`src/rtl/bin2bcd_pkg.sv`:
```
// Shared types and constants for the sequential double-dabble binary-to-BCD converter.
package bin2bcd_pkg;

   typedef enum logic [1:0] {
      IDLE  = 2'd0,
      SHIFT = 2'd1,
      DONE  = 2'd2
   } state_t;

   localparam int DIGIT_W = 4;
   localparam logic [DIGIT_W-1:0] ADD3_THRESH = 4'd5;

   function automatic logic [63:0] pow10(input int n);
      logic [63:0] r;
      r = 64'd1;
      for (int i = 0; i < n; i++) r = r * 64'd10;
      return r;
   endfunction

endpackage

```
`src/rtl/bin2bcd_if.sv`:
```
// Request/result bundle of bin2bcd_seq; BIN2BCD_SIGNED_EN adds the neg result bit.
interface bin2bcd_if
   import bin2bcd_pkg::*;
#(
   parameter int BIN_W  = 14,
   parameter int DIGITS = 4
);
   logic                        start;
   logic [BIN_W-1:0]            bin;
   logic                        busy;
   logic                        done;
   logic [DIGIT_W*DIGITS-1:0]   bcd;
   logic                        overflow;
`ifdef BIN2BCD_SIGNED_EN
   logic                        neg;
`endif

   modport master (
      output start, output bin,
      input  busy, input done, input bcd, input overflow
`ifdef BIN2BCD_SIGNED_EN
      , input neg
`endif
   );

   modport slave (
      input  start, input bin,
      output busy, output done, output bcd, output overflow
`ifdef BIN2BCD_SIGNED_EN
      , output neg
`endif
   );

endinterface

```
`src/rtl/bcd_dabble_digit.sv`:
```
// One double-dabble digit correction: add 3 when the digit is 5 or more.
module bcd_dabble_digit
   import bin2bcd_pkg::*;
(
   input  logic [DIGIT_W-1:0] digit_in,
   output logic [DIGIT_W-1:0] digit_out
);

   assign digit_out = (digit_in >= ADD3_THRESH) ? digit_in + 4'd3 : digit_in;

endmodule

```
`src/rtl/bin2bcd_seq.sv`:
```
// Sequential binary-to-BCD converter, one shift-add-3 iteration per clock.
// Optional macro BIN2BCD_SIGNED_EN: two's complement input, magnitude result plus neg.
//
//   state | meaning
//   IDLE  | waiting for start; operand captured on the accepting edge
//   SHIFT | BIN_W correct-and-shift iterations, busy high
//   DONE  | one-cycle done pulse, results valid
module bin2bcd_seq
   import bin2bcd_pkg::*;
#(
   parameter int BIN_W  = 14,
   parameter int DIGITS = 4
)(
   input  logic      clk,
   input  logic      rst_n,
   bin2bcd_if.slave  bus
);

   localparam int CNT_W = $clog2(BIN_W + 1);
   localparam int BCD_W = DIGIT_W * DIGITS;
   // Overflow can only happen if the largest input needs more than DIGITS digits.
   localparam bit OVF_POSSIBLE = pow10(DIGITS) <= ((64'd1 << BIN_W) - 64'd1);

   state_t             state;
   logic [CNT_W-1:0]   cnt;
   logic [BIN_W-1:0]   sr;
   logic [BCD_W-1:0]   scratch;
   logic               ovf_s;
   logic [BCD_W-1:0]   corr;
   logic [BCD_W-1:0]   scratch_next;
   logic               ovf_next;
   logic [BIN_W-1:0]   bin_mag;

   for (genvar g = 0; g < DIGITS; g++) begin : g_digit
      bcd_dabble_digit u_digit (
         .digit_in  (scratch[g*DIGIT_W +: DIGIT_W]),
         .digit_out (corr[g*DIGIT_W +: DIGIT_W])
      );
   end

   assign scratch_next = {corr[BCD_W-2:0], sr[BIN_W-1]};
   assign ovf_next     = ovf_s | corr[BCD_W-1];

`ifdef BIN2BCD_SIGNED_EN
   logic neg_s;
   logic neg_q;
   // -2^(BIN_W-1) negates to itself, which is the right unsigned magnitude.
   assign bin_mag = bus.bin[BIN_W-1] ? (~bus.bin + BIN_W'(1)) : bus.bin;
   assign bus.neg = neg_q;
`else
   assign bin_mag = bus.bin;
`endif

   always_ff @(posedge clk or negedge rst_n) begin
      if (!rst_n) begin
         state        <= IDLE;
         cnt          <= '0;
         sr           <= '0;
         scratch      <= '0;
         ovf_s        <= 1'b0;
         bus.busy     <= 1'b0;
         bus.done     <= 1'b0;
         bus.bcd      <= '0;
         bus.overflow <= 1'b0;
`ifdef BIN2BCD_SIGNED_EN
         neg_s        <= 1'b0;
         neg_q        <= 1'b0;
`endif
      end else begin
         case (state)
            IDLE: begin
               bus.done <= 1'b0;
               if (bus.start) begin
                  sr       <= bin_mag;
                  scratch  <= '0;
                  ovf_s    <= 1'b0;
                  cnt      <= CNT_W'(BIN_W);
                  bus.busy <= 1'b1;
                  state    <= SHIFT;
`ifdef BIN2BCD_SIGNED_EN
                  neg_s    <= bus.bin[BIN_W-1];
`endif
               end
            end
            SHIFT: begin
               scratch <= scratch_next;
               sr      <= {sr[BIN_W-2:0], 1'b0};
               ovf_s   <= ovf_next;
               cnt     <= cnt - CNT_W'(1);
               if (cnt == CNT_W'(1)) begin
                  bus.bcd      <= scratch_next;
                  bus.overflow <= OVF_POSSIBLE ? ovf_next : 1'b0;
                  bus.busy     <= 1'b0;
                  bus.done     <= 1'b1;
                  state        <= DONE;
`ifdef BIN2BCD_SIGNED_EN
                  neg_q        <= neg_s;
`endif
               end
            end
            DONE: begin
               bus.done <= 1'b0;
               state    <= IDLE;
            end
            default: begin
               bus.busy <= 1'b0;
               bus.done <= 1'b0;
               state    <= IDLE;
            end
         endcase
      end
   end

endmodule

```
`src/flat_wrapper.sv`:
```
// flat-port wrapper written by rule: the top's interface ports become plain ports
module bin2bcd_seq_flat import bin2bcd_pkg::*;
#(
   parameter int BIN_W  = 14,
   parameter int DIGITS = 4
)
  (clk, rst_n, bus_start, bus_bin, bus_busy, bus_done, bus_bcd, bus_overflow);
  bin2bcd_if #(.BIN_W(BIN_W), .DIGITS(DIGITS)) bus_i ();
  input  logic clk;
  input  logic rst_n;
  input wire logic [$bits(bus_i.start)-1:0] bus_start;
  input wire logic [$bits(bus_i.bin)-1:0] bus_bin;
  output wire logic [$bits(bus_i.busy)-1:0] bus_busy;
  output wire logic [$bits(bus_i.done)-1:0] bus_done;
  output wire logic [$bits(bus_i.bcd)-1:0] bus_bcd;
  output wire logic [$bits(bus_i.overflow)-1:0] bus_overflow;
  assign bus_i.start = bus_start;
  assign bus_i.bin = bus_bin;
  assign bus_busy = bus_i.busy;
  assign bus_done = bus_i.done;
  assign bus_bcd = bus_i.bcd;
  assign bus_overflow = bus_i.overflow;
  bin2bcd_seq #(.BIN_W(BIN_W), .DIGITS(DIGITS)) u_core (.clk(clk), .rst_n(rst_n), .bus(bus_i));
endmodule
```
`config.mk`:
```
export PLATFORM = sky130hd
export DESIGN_NAME = bin2bcd_seq_flat
export DESIGN_NICKNAME = d
export VERILOG_FILES = /design/src/rtl/bin2bcd_pkg.sv /design/src/rtl/bin2bcd_if.sv /design/src/rtl/bcd_dabble_digit.sv /design/src/rtl/bin2bcd_seq.sv /design/src/flat_wrapper.sv
export SDC_FILE = /design/constraint.sdc
export NUM_CORES = 1
export LEC_CHECK = 0
export BUFFER_PORTS_ARGS = -buffer_cell sky130_fd_sc_hd__buf_2
export CAP_MARGIN = 20
export CORE_MARGIN = 2
export CORE_UTILIZATION = 61
export CTS_CLUSTER_DIAMETER = 50
export DETAILED_ROUTE_END_ITERATION = 16
export PLACE_DENSITY = 0.84
export REMOVE_ABC_BUFFERS = 1
export SLEW_MARGIN = 5
export SYNTH_ARGS = -nofsm -noshare
export SYNTH_HDL_FRONTEND = slang
export SYNTH_HIERARCHICAL = 1
export SYNTH_SLANG_ARGS = --single-unit
```
`constraint.sdc`:
```
create_clock -name clk -period 2.8 [get_ports clk]
set_input_delay 0.42 -clock clk [delete_from_list [all_inputs] [get_ports clk]]
set_output_delay 0.42 -clock clk [all_outputs]
set_load 0.01 [all_outputs]
```
[Yosys cells after proc, flatten, opt, wreduce, memory -nomap -nowiden]
Index checks and enable logic that the tools add are counted.
Word-level totals
  output and inout port bits: 19
  bits in registers: 56
  input port bits: 17
Operators by class
  equality and inequality tests: 5
  add/subtract/negate cells: 5
  bitwise gates (word level): 2
  reductions and logical operators: 6
  muxes and demuxes: 20
  $lt $le $gt $ge: 4
Operators by type and width (number)
  case mux 16 bit (2 select lines): 1
  case mux 14 bit (2 select lines): 1
  2-to-1 mux 4 bit: 5
  adder 4 x 2 -> 4 bit (second input constant): 4
  greater-or-equal comparator 4 x 3 -> 1 bit (second input constant): 4
  2-to-1 mux 16 bit: 1
  2-to-1 mux 14 bit: 1
  case mux 4 bit (2 select lines): 1
  AND reduction 2 bit: 3
  2-to-1 mux 1 bit: 5
  == test 4 x 1 -> 1 bit (second input constant): 1
  2-to-1 mux 2 bit: 2
  case mux 2 bit (2 select lines): 1
  subtractor 4 x 1 -> 4 bit (second input constant): 1
  case mux 1 bit (3 select lines): 1
  AND reduction 3 bit: 1
  == test 2 x 1 -> 1 bit (second input constant): 1
  == test 2 bit (second input constant): 1
  logical NOT 2 bit: 1
  != test 2 x 1 -> 1 bit (second input constant): 1
  != test 2 bit (second input constant): 1
  case mux 1 bit (2 select lines): 1
  nonzero test 2 bit: 1
  NOT 1 bit: 1
  OR 1 bit: 1

[Depth between registers and ports, before layout]
  word-level depth: 4
  mapped depth: 7
  depth with buffers taken out: 7

[Hierarchy]
The synthesis kept the hierarchy.
Modules (own cells, without submodules)
  bin2bcd_seq: area each 2293.4 sq um, cells each 178, instances 1
  bcd_dabble_digit: area each 101.3 sq um, cells each 16, instances 4

[Worst setup path before layout]
Ideal clock, no wire load.
  path type: register -> register
  from: register u_core.cnt[1]
  to: register u_core.bus.bcd[1]
  period minus slack after synthesis: 1.550 ns
  library setup time: 0.125 ns
  buffers on the path: 1
  stages on the path, launching flop included: 7
  setup slack: 1.250 ns
  data arrival time: 1.425 ns
  cell sequence: dfrtp_1 inv_1 ha_1 nor3b_4 nand2_4 buf_6 mux2_4
Between the ends
  cells in the longest elaborated chain, start to end: 2
Ends and longest elaborated chain
  start, declared: RTL line bin2bcd_seq.sv:25  | logic [CNT_W-1:0] cnt;
  start signal, assigned: RTL line bin2bcd_seq.sv:77  | cnt <= CNT_W'(BIN_W);
  start signal, assigned: RTL line bin2bcd_seq.sv:89  | cnt <= cnt - CNT_W'(1);
  == test 4 x 1 -> 1 bit: RTL line bin2bcd_seq.sv:90  | if (cnt == CNT_W'(1)) begin
  AND reduction 2 bit (no line)
  end signal, assigned: RTL line bin2bcd_seq.sv:91  | bus.bcd <= scratch_next;
  end, declared: RTL line bin2bcd_if.sv:28  | output busy, output done, output bcd, output overflow
No other way between the ends.
A chain may end at the register's enable or synchronous reset.

[Worst setup path in the final report]
  from: register u_core.state[1]
  to: register u_core.bus.bcd[2]
Between the ends
  cells in the longest elaborated chain, start to end: 2
Ends and longest elaborated chain
  start, declared: RTL line bin2bcd_seq.sv:24  | state_t state;
  start signal, assigned: RTL line bin2bcd_seq.sv:56  | state <= IDLE;
  start signal, assigned: RTL line bin2bcd_seq.sv:79  | state <= SHIFT;
  start signal, assigned: RTL line bin2bcd_seq.sv:95  | state <= DONE;
  == test 2 x 1 -> 1 bit: RTL line bin2bcd_seq.sv:70  | case (state)
  AND reduction 2 bit (no line)
No other way between the ends.

==> out/qor.csv <==
metric;value;unit
Worst setup EP type;flop;
Syn Std Cell Area;2700;µm²
max_slew headroom;0.373;
endpoints failing setup;0;
Synth Instances;242;
max_cap viols;0;
H-tree depth;2;
cell taking the most area after synthesis;dfrtp_1;
Area growth, synth to finish;10.8;%
post-synthesis mux area share;0.102;
required time worst endpoint;2.99;ns
status;completed;
HP Class;in -> async;
RePlAce Congestion;0.777;
Post-Synth Adder-Cell Area;0.0464;
starting density of the core;0.628;
largest family of logic cells by synthesized area;compound AO/OA/AOI/OAI gates;
HPWL after detailed placement;3570;µm
CTS buffer count;5;
Synthesis Warnings;6;
Worst-Margin Slew;0.939;ns
crit path time final;1.90;ns
period utilization;0.680;
Avg Cell Area, Syn;11.2;µm²
hold_buf cts;0;
initial antenna violation count;0;
pre-CTS setup slack;0.890;ns
CP Launch Type;flop;
fin. max-slew vios;0;
average wire per standard cell;14.9;µm
R2R cell count;3;
number of global-route vias before repair;1880;
cell area after layout;2990;µm²
clk sinks;56;
RR Startpoint;u_core/state[1]$_DFFE_PN0P_;
post-CTS resize count;0;
PD cells;1160;nW/µm²
Synth Flop Type;dfrtp_1;
setup TNS;0;ns
Post-synth EDFFs;0;
CTS tree;built;
die height;70.5;µm
die area;4970;µm²
Synth top area share;0.519;
clk slew on worst S/H paths;0.09;ns
Leakage;0.00153;µW
Worst Skew;0.00791;ns
Die X;70.5;µm
gr ovfl total;0;
Yosys cell types;31;
non-filler cells, final;330;
Post-synth top cells;dfrtp_1, nand2_1, o21ai_0, a22o_1, inv_1;
synth top area cells;dfrtp_1, a22o_1, mux2_4, ha_1, nand2_1;
reg2reg end;u_core/bus.bcd[2]$_DFFE_PN0P_;
DP Area;2910;µm²
Routed Antenna Nets;0;
compound-cell area share of the yosys netlist;0.173;
core area;4290;µm²
1st-iter DRT viols;86;
Ports;36;
via count;1871;
antenna cells;0;
most numerous cell in the Yosys netlist;dfrtp_1;
hold_ws;0.149;ns
drt pass-1 iters;4;
GRT Total Usage;0.217;
Final Hold Vio Count;0;
share of cells above drive strength 1;0.248;
register area share after synthesis;0.519;
Vias/cell;5.67;
row count;24;
RSZ-0062 raised after global routing;no;
Nets;305;
DRC errors left;0;
# Post-CTS Setup Buffers;0;
simple-gate share of the synthesized area;0.103;
Clock Tree Root;clkbuf_8;
I/O Buffers;35;
r2r setup slk;0.90;ns
Max Fclk;0.525;GHz
crit path DAT;2.09;ns
CP Class;reg -> reg;
Yosys reg bits;56;
VDD IR max;615;µV
final WL;4920;µm
clk_lat worst skew;0.30;ns
first-pass GRT wire length;8540;µm
Post-Synth XOR/XNOR Area;0.0130;
Setup WS post-layout;0.896;ns
clk buf depth;2;
placed insts;323;
ys async rst share;1.00;
CP max FO;17;
largest net degree at the start of global routing;32;
per-stage QoR:
| step | total power, µW | util |
|---|---|---|
| 6_report | 3480 | 0.696 |
| 5_1_grt | 3770 | 0.696 |
| 4_1_cts | 3500 | 0.696 |
| 3_5_place_dp | 3090 | 0.678 |
| 3_3_place_gp | 3010 | 0.678 |
| 2_1_floorplan | 2610 | - |
how the worst max path moves through the flow:
stage                                      from                             to  cells past startpoint
floorplan           u_core/state[0]$_DFFE_PN0P_  u_core/bus.bcd[1]$_DFFE_PN0P_                      3
global placement                      bus_start      u_core/cnt[2]$_DFFE_PN0P_                      5
detailed placement                    bus_start      u_core/cnt[2]$_DFFE_PN0P_                      5
CTS                 u_core/state[1]$_DFFE_PN0P_  u_core/bus.bcd[6]$_DFFE_PN0P_                      3
global route        u_core/state[1]$_DFFE_PN0P_  u_core/bus.bcd[7]$_DFFE_PN0P_                      3
finish              u_core/state[1]$_DFFE_PN0P_  u_core/bus.bcd[2]$_DFFE_PN0P_                      3
per-layer routing:
| metal | share of wire | GRT usage | wire length, µm | up-vias |
|---|---|---|---|---|
| met2 | 0.48 | 0.352 | 2350 | 41 |
| met5 | 0 | 0 | 0 | - |
| li1 | - | - | - | 909 |
| met1 | 0.47 | 0.297 | 2310 | 915 |
| met4 | 0.0096 | 0.0641 | 47 | 0 |
| met3 | 0.043 | 0.0491 | 212 | 6 |
critical path, stage by stage, from the launching register on:
cell and delay, ns:
dfrtp_1 0.55, and2b_1 0.58, nand2_4 0.29, mux2_4 0.37
cell type report:
type | count | area, µm²
clock buffer | 6 | 72.6
clock inverter | 1 | 5.00
fill | 328 | 1300
inverter | 14 | 52.6
multi-input combinational | 161 | 1180
sequential | 56 | 1400
tap | 52 | 65.1
timing repair buffer | 40 | 213
flip-flops by register name, indices dropped and copies added, names as in the netlist:
register,cells
u_core/bus.done,1
u_core/bus.overflow,1
u_core/scratch,16
u_core/state,2
u_core/bus.bcd,16
u_core/bus.busy,1
u_core/sr,14
u_core/cnt,4
u_core/ovf_s,1
cell usage in the layout (no fill, tap or decap), types with 5 or more instances in the layout:
cell type / count
dfrtp_1: 56
buf_2: 35
nand2_1: 30
o21ai_0: 22
a22o_1: 16
inv_1: 14
a22oi_1: 12
ha_1: 10
mux2_4: 9
nand2b_1: 9
mux2_2: 7
nor2_1: 7
mux2i_1: 6
a21oi_1: 6
clkbuf_8: 5
buf_4: 5
report_power, final:
group	total (µW)	switching (µW)	internal, µW
clock	408	238	171
sequential	1470	299	1170
combinational	1600	809	790
total	3480	1350	2130
cell families after synthesis:
family,Yosys count
buf+inv,25
mux,22
fa+ha+maj,10
compound gates,69
simple gates,56
xor+xnor,4
flops,56
Note: power is estimated with default switching activity, not from simulation.
